$ cat src/rtl/soundrive_fifo.sv
// Covox/Soundrive DAC front-end: latches CPU OUT writes into N 8-bit channels,
// either directly (legacy) or through per-channel FIFOs drained once per sample frame.
module soundrive_fifo #(
  parameter int                    CHANNELS   = 4,
  parameter int                    DEPTH      = 16,
  parameter int                    RATE_DIV   = 635,
  parameter logic [CHANNELS*8-1:0] CH_PORTS   = {8'h5F, 8'h4F, 8'h1F, 8'h0F},
  parameter logic [7:0]            COVOX_PORT = 8'hFB,
  parameter logic [7:0]            STAT_PORT  = 8'hBF
) (
  input  logic                    clk28,
  input  logic                    rst,
  input  logic                    en_soundrive,
  input  logic                    en_covox,
  input  logic                    en_fifo,
  input  logic [7:0]              bus_a,
  input  logic [7:0]              bus_d,
  input  logic                    bus_ioreq,
  input  logic                    bus_wr,
  input  logic                    bus_rd,
  output logic [7:0]              d_out,
  output logic                    d_oe,
  output logic [CHANNELS*8-1:0]   ch_out,
  output logic                    frame_stb
);

  localparam int AW = $clog2(DEPTH);
  localparam int LW = AW + 1;
  localparam int DW = $clog2(RATE_DIV + 1);
  localparam logic [LW-1:0] FULL_LVL = LW'(DEPTH);

  logic [CHANNELS-1:0] hit_d, hit_q;
  logic                wr_hit_d, wr_hit_q;
  logic                wr_dly_d, wr_dly_q;
  logic [7:0]          data_d, data_q;
  logic                rd_act, rd_d, rd_q;
  logic [DW-1:0]       div_d, div_q;
  logic                ovf_d, ovf_q, unr_d, unr_q;
  logic [7:0]          mem_d  [CHANNELS][DEPTH];
  logic [7:0]          mem_q  [CHANNELS][DEPTH];
  logic [AW-1:0]       wptr_d [CHANNELS];
  logic [AW-1:0]       wptr_q [CHANNELS];
  logic [AW-1:0]       rptr_d [CHANNELS];
  logic [AW-1:0]       rptr_q [CHANNELS];
  logic [LW-1:0]       lvl_d  [CHANNELS];
  logic [LW-1:0]       lvl_q  [CHANNELS];
  logic [7:0]          out_d  [CHANNELS];
  logic [7:0]          out_q  [CHANNELS];
  logic                push_stb, rd_fall, ovf_set, unr_set;
  logic [CHANNELS-1:0] push_v, pop_v, acc_v;
  logic                any_full, all_empty;
  logic [7:0]          lvl0_ext;
  logic [3:0]          lvl0_sat;

  assign frame_stb = (div_q == DW'(RATE_DIV - 1));
  // One push per I/O cycle: the first cycle the registered hit is seen.
  assign push_stb  = wr_hit_q & ~wr_dly_q;

  // Port decode for writes and the status read; captured next edge.
  always_comb begin
    hit_d = '0;
    for (int c = 0; c < CHANNELS; c++) begin
      hit_d[c] = bus_ioreq & bus_wr &
                 ((en_soundrive & (bus_a == CH_PORTS[c*8 +: 8])) |
                  (en_covox & (bus_a == COVOX_PORT)));
    end
    wr_hit_d = |hit_d;
    wr_dly_d = wr_hit_q;
    data_d   = bus_d;
    rd_act   = bus_ioreq & bus_rd & (bus_a == STAT_PORT);
    rd_d     = rd_act;
  end

  // Frame divider, channel FIFOs/outputs and sticky flag next-state.
  always_comb begin
    div_d   = frame_stb ? '0 : div_q + DW'(1);
    mem_d   = mem_q;
    wptr_d  = wptr_q;
    rptr_d  = rptr_q;
    lvl_d   = lvl_q;
    out_d   = out_q;
    push_v  = '0;
    pop_v   = '0;
    acc_v   = '0;
    ovf_set = 1'b0;
    unr_set = 1'b0;
    for (int c = 0; c < CHANNELS; c++) begin
      push_v[c] = push_stb & hit_q[c];
      if (!en_fifo) begin
        wptr_d[c] = '0;
        rptr_d[c] = '0;
        lvl_d[c]  = '0;
        if (push_v[c]) out_d[c] = data_q;
      end else begin
        pop_v[c] = frame_stb & (lvl_q[c] != '0);
        if (frame_stb && (lvl_q[c] == '0)) unr_set = 1'b1;
        if (pop_v[c]) begin
          out_d[c]  = mem_q[c][rptr_q[c]];
          rptr_d[c] = rptr_q[c] + AW'(1);
        end
        // A pop in the same cycle frees the slot a full FIFO needs.
        acc_v[c] = push_v[c] & ((lvl_q[c] != FULL_LVL) | pop_v[c]);
        if (push_v[c] && !acc_v[c]) ovf_set = 1'b1;
        if (acc_v[c]) begin
          mem_d[c][wptr_q[c]] = data_q;
          wptr_d[c]           = wptr_q[c] + AW'(1);
        end
        lvl_d[c] = lvl_q[c] + LW'(acc_v[c]) - LW'(pop_v[c]);
      end
    end
    rd_fall = rd_q & ~rd_act;
    ovf_d   = (ovf_q & ~rd_fall) | ovf_set;
    unr_d   = (unr_q & ~rd_fall) | unr_set;
  end

  // Status byte and channel output packing.
  always_comb begin
    any_full  = 1'b0;
    all_empty = 1'b1;
    ch_out    = '0;
    for (int c = 0; c < CHANNELS; c++) begin
      any_full  = any_full | (lvl_q[c] == FULL_LVL);
      all_empty = all_empty & (lvl_q[c] == '0);
      ch_out[c*8 +: 8] = out_q[c];
    end
    lvl0_ext = 8'(lvl_q[0]);
    lvl0_sat = (lvl0_ext > 8'd15) ? 4'hF : lvl0_ext[3:0];
    d_oe     = rd_act;
    d_out    = {any_full, all_empty, ovf_q, unr_q, lvl0_sat};
  end

  // Control state registers with synchronous reset.
  always_ff @(posedge clk28) begin
    if (rst) begin
      hit_q    <= '0;
      wr_hit_q <= 1'b0;
      wr_dly_q <= 1'b0;
      data_q   <= '0;
      rd_q     <= 1'b0;
      div_q    <= '0;
      ovf_q    <= 1'b0;
      unr_q    <= 1'b0;
      for (int c = 0; c < CHANNELS; c++) begin
        wptr_q[c] <= '0;
        rptr_q[c] <= '0;
        lvl_q[c]  <= '0;
        out_q[c]  <= 8'h80;
      end
    end else begin
      hit_q    <= hit_d;
      wr_hit_q <= wr_hit_d;
      wr_dly_q <= wr_dly_d;
      data_q   <= data_d;
      rd_q     <= rd_d;
      div_q    <= div_d;
      ovf_q    <= ovf_d;
      unr_q    <= unr_d;
      wptr_q   <= wptr_d;
      rptr_q   <= rptr_d;
      lvl_q    <= lvl_d;
      out_q    <= out_d;
    end
  end

  // Sample storage; validity is tracked by the level counters, so no reset.
  always_ff @(posedge clk28) begin
    mem_q <= mem_d;
  end

endmodule

$ cat config.mk
export PLATFORM = sky130hd
export DESIGN_NAME = soundrive_fifo
export DESIGN_NICKNAME = d
export VERILOG_FILES = /design/src/rtl/soundrive_fifo.sv
export SDC_FILE = /design/constraint.sdc
export NUM_CORES = 1
export LEC_CHECK = 0
export BUFFER_PORTS_ARGS = -buffer_cell sky130_fd_sc_hd__buf_2
export CORE_MARGIN = 2
export CORE_UTILIZATION = 35
export DETAILED_ROUTE_END_ITERATION = 7
export PLACE_DENSITY_LB_ADDON = 0.08
export SYNTH_ARGS = -nofsm -noshare
export SYNTH_HDL_FRONTEND = slang
export SYNTH_SLANG_ARGS = --single-unit
$ cat constraint.sdc
create_clock -name clk28 -period 8.6 [get_ports clk28]
set_input_delay 1.29 -clock clk28 [delete_from_list [all_inputs] [get_ports clk28]]
set_output_delay 1.29 -clock clk28 [all_outputs]
set_load 0.01 [all_outputs]
; Word level (Yosys, flattened, before mapping)
; Index checks and enable logic that the tools add are counted.
[totals]
inputBits = 24
ff_bits = 623
out_inout_bits = 42
word_cells = 285
[classes]
n_eq_ne = 19
bitwise_logic = 56
magnitude_cmp = 13
muxes = 53
n_addsub = 17
reduce_logical = 39
[ops]
columns = operator, count
row1 = $bwmux 128, 4
row2 = $mux 8, 24
row3 = $bmux 8 s4, 4
row4 = $demux 8 s4, 4
row5 = $ge 5x5->1 const B, 8
row6 = $not 4->5, 8
row7 = $add 4x1->4 const B, 8
row8 = $and 1x1->1, 31
row9 = $add 5x1->5, 4
row10 = $eq 5x5->1 const B, 4
row11 = $logic_not 5->1, 4
row12 = $lt 5x1->1 const B, 4
row13 = $ne 5x5->1 const B, 4
row14 = $reduce_bool 5->1, 4
row15 = $sub 5x1->5, 4
row16 = $eq 8x7->1 const B, 2
row17 = $eq 8x8->1 const B, 2
row18 = $mux 1, 16
row19 = $reduce_and 2->1, 8
row20 = $or 1x1->1, 13
row21 = $logic_and 1x1->1, 12
row22 = $add 10x1->10 const B, 1
row23 = $eq 10x10->1 const B, 1
row24 = $eq 8x4->1 const B, 1
row25 = other kinds (9), 22

; Logic depth before layout (Yosys ltp)
; Gate-level depths: netlist of run 1.
[logic_depth]
word_depth = 15
ltp_mapped = 15
mapped_depth_nobuf = 14

; Worst setup path before layout of run 1
; No wires, ideal clock.
[synth_timing]
path_kind = input to register
startpoint = input port en_fifo
endpoint = register mem_q[352] (netlist name), enable pin
path_stages = 4
slack_ns = 5.401
t_arrival_ns = 2.805
setup_ns = 0.395
path_buffers = 2
cell_sequence = buf_2 buf_1 nand3_1 nor4_1
[synth_between]
elab_chain_len = 1
[synth_rtl]
columns = item, line
row1 = "start, declared", 15  ; input logic en_fifo,
row2 = $reduce_and 2->1 (no source line), --
row3 = "end signal, assigned", 167  ; mem_q <= mem_d;
row4 = "end, declared", 40  ; logic [7:0] mem_q [CHANNELS][DEPTH];
; No other way between the ends.
; A chain may end at the register's enable or synchronous reset.

; Final worst setup path of run 1
[layout_timing]
startpoint = input port en_fifo
endpoint = register mem_q[496] (netlist name), enable pin
; The elaborated chain is that of the path after synthesis.

==> results of run 1 <==
==> registers in the layout, summed over array words and instances (netlist names) <==
register and cells:
data_q 8, hit_q 4, rptr_q 16, wptr_q 16, lvl_q 15, ovf_q 1, div_q 10, ch_out 32
wr_dly_d 1, rd_q 1, mem_q 512, lvl0_ext 5, unr_q 1, wr_dly_q 1
==> power by group <==
part	internal [mW]	leakage (nW)	switching (mW)
registers	3.26	5.58	0.00224
logic	0.0179	2.64	0.0922
clock network	1.81	1.14	1.21
total	5.09	9.35	1.31
==> synthesized netlist by cell type (8+ instances only) <==
cell	count	area, sq um
mux2i_1	95	951
mux2_2	12	135
buf_1	9	33.8
o221ai_1	23	201
xor2_1	8	70.1
o21ai_0	22	110
buf_4	12	90.1
ha_1	49	613
dfxtp_1	111	2220
nand2b_1	10	62.6
o31ai_1	9	67.6
inv_1	60	225
a22oi_1	25	188
mux4_2	74	1670
buf_2	36	180
a221oi_1	53	464
nor2_1	90	338
nor2b_1	25	156
or3_1	9	56.3
a21o_1	13	97.6
o22ai_1	8	50.1
a21oi_1	40	200
xnor2_1	15	131
nand2_1	35	131
clkbuf_1	36	135
o2111ai_1	23	201
nand3_1	21	105
nand4_1	17	106
a31oi_1	24	150
edfxtp_1	512	15400
and2_1	10	62.6
nor3_1	41	205
==> per-stage QoR <==
step / power (mW) / cell area (sq um) / utilization (%) / setup WS [ns]
4_1_cts: 6.47 / 29400 / 40.4 / 3.87
5_1_grt: 6.59 / 29400 / 40.4 / 3.68
3_3_place_gp: 3.44 / 27100 / 37.2 / 3.28
6_report: 6.40 / 29400 / 40.4 / 3.90
3_5_place_dp: 3.44 / 27100 / 37.2 / 3.27
2_1_floorplan: 3.37 / 25600 / - / 5.40
==> worst min path at each step <==
stage / to
6_report: ovf_q
5_1_grt: ovf_q
4_1_cts: ovf_q
3_5_place_dp: ovf_q
3_3_place_gp: ovf_q
2_1_floorplan: ovf_q
==> logic make-up (layout without fill, tap and decap cells) <==
logic type / count (synthesis) / after routing
buffers and inverters: 154 / 296
muxes: 181 / 181
and+or+nand+nor: 306 / 306
other: 0 / 1
AOI/OAI and AO/OA: 282 / 282
adders and majority gates: 53 / 53
DFF: 623 / 623
xor gates and xnor gates: 23 / 23
==> final cells by class <==
type                            instances  area (sq um)
Fill cell                            6569         43300
Sequential cell                       623         17600
Multi-Input combinational cell        845          7400
Clock buffer                           91          1940
Tap cell                              959          1200
Timing Repair Buffer                  105           626
Clock inverter                         39           395
Inverter                               61           229
Antenna cell                            1          2.50
==> metal layers <==
metal / wire, microns / GRT usage [%] / up-vias
li1: - / - / 6654
met1: 31500 / 26.1 / 7549
met2: 31800 / 28.8 / 415
met3: 3970 / 3.29 / 80
met4: 1410 / 5.46 / 0
met5: 0 / 0 / -
==> metrics.yaml, run 1 <==
status:
  status: "complete, no violations"
global_routing:
  grt_max_degree: 66
  grt_pass1_vias: 14900
  track_usage_pct: 18.4
  antenna_found_initial: 2
  grt_pass1_wl_microns: 101000
  grt_overflow: 0
synthesis:
  synth_warnings: 0
  syn_avg_cell_area_sq_um: 15.8
  ys_ff_latch: 623
  synth_flop_cell: "edfxtp_1"
  synth_top_family_by_area: "multiplexers"
  netlist_area_sq_um: 25600
  muxShareOfSynthArea_pct: 10.7
  syn-num-nets: 1699
  synth.distinct_cells: 61
  synth_edf_count: 512
  synth-seq-area-share_pct: 68.6
  synth_cells: 1622
  synthAdderAreaFrac_pct: 2.70
  synth_compound_area_share_pct: 8.18
  synth_xor_area_share_pct: 0.786
  async_flop_share_pct: 0
  synthSimpleGateAreaFrac_pct: 6.36
cts:
  cts_setup_buffers: 0
  clock_latency_ns: 0.60
  cts-htree-levels: 3
  hold_buffers: 0
  clkTransAtPathRegs_ns: 0.06
  clock_sinks: 623
  post_cts_resized: 0
  cts_tree: "done"
  root_buffer: "clkbuf_16"
  cts-buffers-inserted: 70
  clockBufferDepth: 3
drt:
  drt_iter0_drc: 1467
  vias: 14700
  drt_first_pass_iters: 5
  post_drt_wl_per_cell_microns: 25.2
  ant_nets: 0
  routed_via_density: 5.40
  wirelength_microns: 68700
  drc: 0
critical_path:
  r2r_cells: 6
  end_kind: "register"
  cp_common_cell: "buf_4"
  worstPathArrival_ns: 4.91
  path_max_fanout: 55
  crit_family: "simple AND/OR/NAND/NOR gates"
  r2r_start: "div_q[0]"
  start_kind: "primary input"
  critPathRequiredTime_ns: 8.81
  max_stage_delay_ns: 1.04
  rr_endpoint: "mem_q[496]"
  rrSetupSlack_ns: 4.74
  path_cells: "buf_2 -> buf_4 -> inv_1 -> buf_4 -> nor2_1 -> nand4_1 -> nor3_1"
  crit_cells: 7
  worstSetupPathType: "in -> reg"
  worst-path-buf-inv: 4
  crit_slowest_cell: "nor3_1"
  crit_end: "mem_q[496]"
  crit_start: "en_fifo"
sta:
  slew_violations: 0
  finalSetupViolCount: 0
  report.final.hold_viol_count: 0
  timing.hold.ws_ns: 0.463
  period_share_pct: 54.6
  slew_headroom_pct: 16.9
  min_period_ns: 4.70
  fmaxAchievable_ghz: 0.213
  rsz0062_at_grt: "false"
  finalClockSkew_ns: 0.0231
  setup-tns-final_ns: 0
  tightest_slew_ns: 1.24
layout:
  layout_common_cells: "512 x edfxtp_1, 99 x dfxtp_1, 95 x mux2i_1"
  final_nets: 1783
  syn2layout_area_growth_pct: 14.7
  drive_gt1_share_pct: 18.9
  layoutNonFillerInstCount: 2724
  layout_commonest_cell: "edfxtp_1"
pwr:
  ir_worst_vdd_uv: 111
  p_leak_nw: 9.35
  p_per_area_nw_per_um2: 218
placed_design:
  port_buffers: 65
  dpl.hpwl_microns: 44000
  gp_congestion: 0.790
  place_inst: 2593
floorplan:
  fp.coreArea_sq_um: 72700
  fp.dieW_microns: 275
  die_area_sq_um: 75400
  num_rows: 99
  initial_utilization_pct: 35.3
  die-height_microns: 275
  io_pins: 66
job:
  cap_violations: 0
min_path:
  whs_path_depth: 1
  hp-start: "ovf_q"
  worst_hold_path_type: "reg -> reg"
(Power assumes the default switching activity.)
==> run 2, diff against run 1 <==
==> constraint.sdc (replaced) <==
create_clock -name clk28 -period 4.2 [get_ports clk28]
set_input_delay 0.63 -clock clk28 [delete_from_list [all_inputs] [get_ports clk28]]
set_output_delay 0.63 -clock clk28 [all_outputs]
set_load 0.01 [all_outputs]
==> metrics.yaml, run 2 (same netlist as run 1, synthesis figures left out) <==
global_routing:
  grtUsageMet3_pct: 3.32  # +0.026 points
  grt_overflow: 0  # unchanged
  grt_util_met2_pct: 28.5  # -0.30 points
  grt_max_degree: 66  # unchanged
  grt.busiest_layer: "met2"
  antenna_found_initial: 3  # +1
  grt_use_met1_pct: 26.4  # +0.29 points
  grt_pass1_wl_microns: 101000  # about the same
  grt_pass1_vias: 14800  # -0.55%
  track_usage_pct: 18.4  # +0.047 points
sta:
  finalClockSkew_ns: 0.0170  # -0.00611 ns
  finalSetupViolCount: 0  # unchanged
  slew_violations: 0  # unchanged
  slew_headroom_pct: 15.8  # -1.1 points
  setup-tns-final_ns: 0  # unchanged
  period_share_pct: 82.8
  min_period_ns: 3.48
  setup_ws_ns: 0.721  # -3.18 ns
  tightest_slew_ns: 1.26  # +0.0203 ns
  report.final.hold_viol_count: 0  # unchanged
  fmaxAchievable_ghz: 0.287
  rsz0062_at_grt: "false"
critical_path:
  crit_start: "div_q[0]"
  path_max_fanout: 9  # -84%
  rr_endpoint: "lvl_q[9]"
  worstSetupPathType: "reg -> reg"
  r2r_start: "div_q[0]"
  critPathRequiredTime_ns: 4.68  # -4.13 ns
  rrSetupSlack_ns: 0.72  # -4.02 ns
  worstPathArrival_ns: 3.96  # -0.95 ns
  end_kind: "register"
  crit_end: "lvl_q[9]"
  r2r_cells: 14  # +8
  start_kind: "register"
min_path:
  worst_hold_path_type: "in -> reg"
  hp-start: "bus_d[7]"
pwr:
  p_int_mw: 10.7  # +110%
  p_clk_share_pct: 48.4  # +1.2 points
  p_leak_nw: 9.56  # +2.2%
  seq_power_share_pct: 50.0  # -1.0 points
  power_frac_comb_pct: 1.7  # about the same
  netSwitchingFraction_pct: 19.9  # -0.59 points
  p_per_area_nw_per_um2: 451  # +110%
  ir_worst_vdd_uv: 295  # +170%
  p_switching_mw: 2.66  # +100%
floorplan:
  die-height_microns: 275  # unchanged
  io_pins: 66  # unchanged
  fp.dieW_microns: 275  # unchanged
  num_rows: 99  # unchanged
  die_area_sq_um: 75400  # unchanged
  initial_utilization_pct: 35.3  # unchanged
  fp.coreArea_sq_um: 72700  # unchanged
layout:
  fin_util_pct: 40.9  # +0.43 points
  drive_gt1_share_pct: 19.9  # +0.99 points
  regMostFlops: "mem_q"
  syn2layout_area_growth_pct: 15.9
  layout_common_cells: "512 x edfxtp_1, 99 x dfxtp_1, 95 x mux2i_1"
  antenna_cells: 0  # -1
  final_area_sq_um: 29700  # +1.1%
  layout_commonest_cell: "edfxtp_1"
  nFillCells: 6540  # -0.44%
  final_nets: 1811  # +1.6%
  largest_reg_flops: 512  # unchanged
cts:
  hold_buffers: 0  # unchanged
  post_cts_resized: 0  # unchanged
  cts_tree: "done"
  clock_sinks: 623  # unchanged
  clock_latency_ns: 0.60  # about the same
  root_buffer: "clkbuf_16"
  cts-htree-levels: 3  # unchanged
  cts_setup_buffers: 0  # unchanged
  clockBufferDepth: 3  # unchanged
  clkTransAtPathRegs_ns: 0.06  # about the same
  cts-buffers-inserted: 70  # unchanged
placed_design:
  port_buffers: 65  # unchanged
  pre_cts_ws_ns: 0.683  # -2.59 ns
  dpl.hpwl_microns: 44800  # +1.8%
  gp_congestion: 0.770  # -2.4%
  dpl_cell_area_sq_um: 27300  # +0.68%
drt:
  drt_iter0_drc: 1052  # -28%
  ant_nets: 0  # unchanged
  routed_via_density: 5.38  # -0.35%
  vias: 14800  # +0.63%
  post_drt_wl_per_cell_microns: 25.1  # -0.56%
  wirelength_microns: 69000  # +0.42%
  drt_first_pass_iters: 5  # unchanged
  drc: 0  # unchanged
job:
  cap_violations: 0  # unchanged
status:
  status: "complete, no violations"
[run 2: stage by stage]
step,hold WS [ns],power [mW],std cells
6_report,0.255,13.4,2751
5_1_grt,0.233,13.8,2751
4_1_cts,0.218,13.6,2751
3_5_place_dp,0.442,7.05,2621
3_3_place_gp,0.440,7.05,2621
2_1_floorplan,0.428,6.91,1622
[run 2: power by group through the flow]
stage                     clock [mW]  combinational, mW  sequential [mW]
after floorplan                    0             0.0566             6.85
after global placement             0              0.223             6.83
after detailed placement           0              0.226             6.83
after CTS                       6.65              0.226             6.69
after global routing            6.89              0.239             6.69
final                           6.48              0.223             6.70
[run 2: worst min path at each step]
stage	end	slack, ns	cells after the start
after floorplan	ovf_q	0.43	1
after global placement	ovf_q	0.44	1
after detailed placement	ovf_q	0.44	1
after CTS	data_q[5]	0.22	2
after global routing	data_q[5]	0.23	2
final	data_q[7]	0.25	2
[run 2: area by class of cell]
| class | instances | area (sq um) | share of cell area [%] |
|---|---|---|---|
| flip-flops and latches | 623 | 17600 | 59.3 |
| inverters | 61 | 229 | 0.771 |
| clock inverters | 36 | 462 | 1.55 |
| multi-input cells | 845 | 7380 | 24.8 |
| clock buffers | 94 | 2000 | 6.72 |
| well taps | 959 | 1200 | 4.04 |
| repair buffers | 133 | 836 | 2.81 |
[run 2: worst max-delay path, cell delays in order, from the launching register on]
cell and delay (ns):
dfxtp_1 0.34, inv_1 0.07, ha_1 0.16, nand4bb_1 0.51, o31ai_2 0.69, nand2_1 0.11
ha_1 0.29, inv_1 0.06, ha_1 0.15, inv_1 0.05, fa_1 0.38, nand2b_1 0.15
a21oi_1 0.18, o21ai_0 0.08, nor3b_1 0.14
[run 2: routing by layer]
metal / share of wire [%] / wire (microns)
met2: 46 / 31600
met1: 46 / 32100
met5: 0 / 0
met3: 5.6 / 3840
met4: 2.2 / 1490
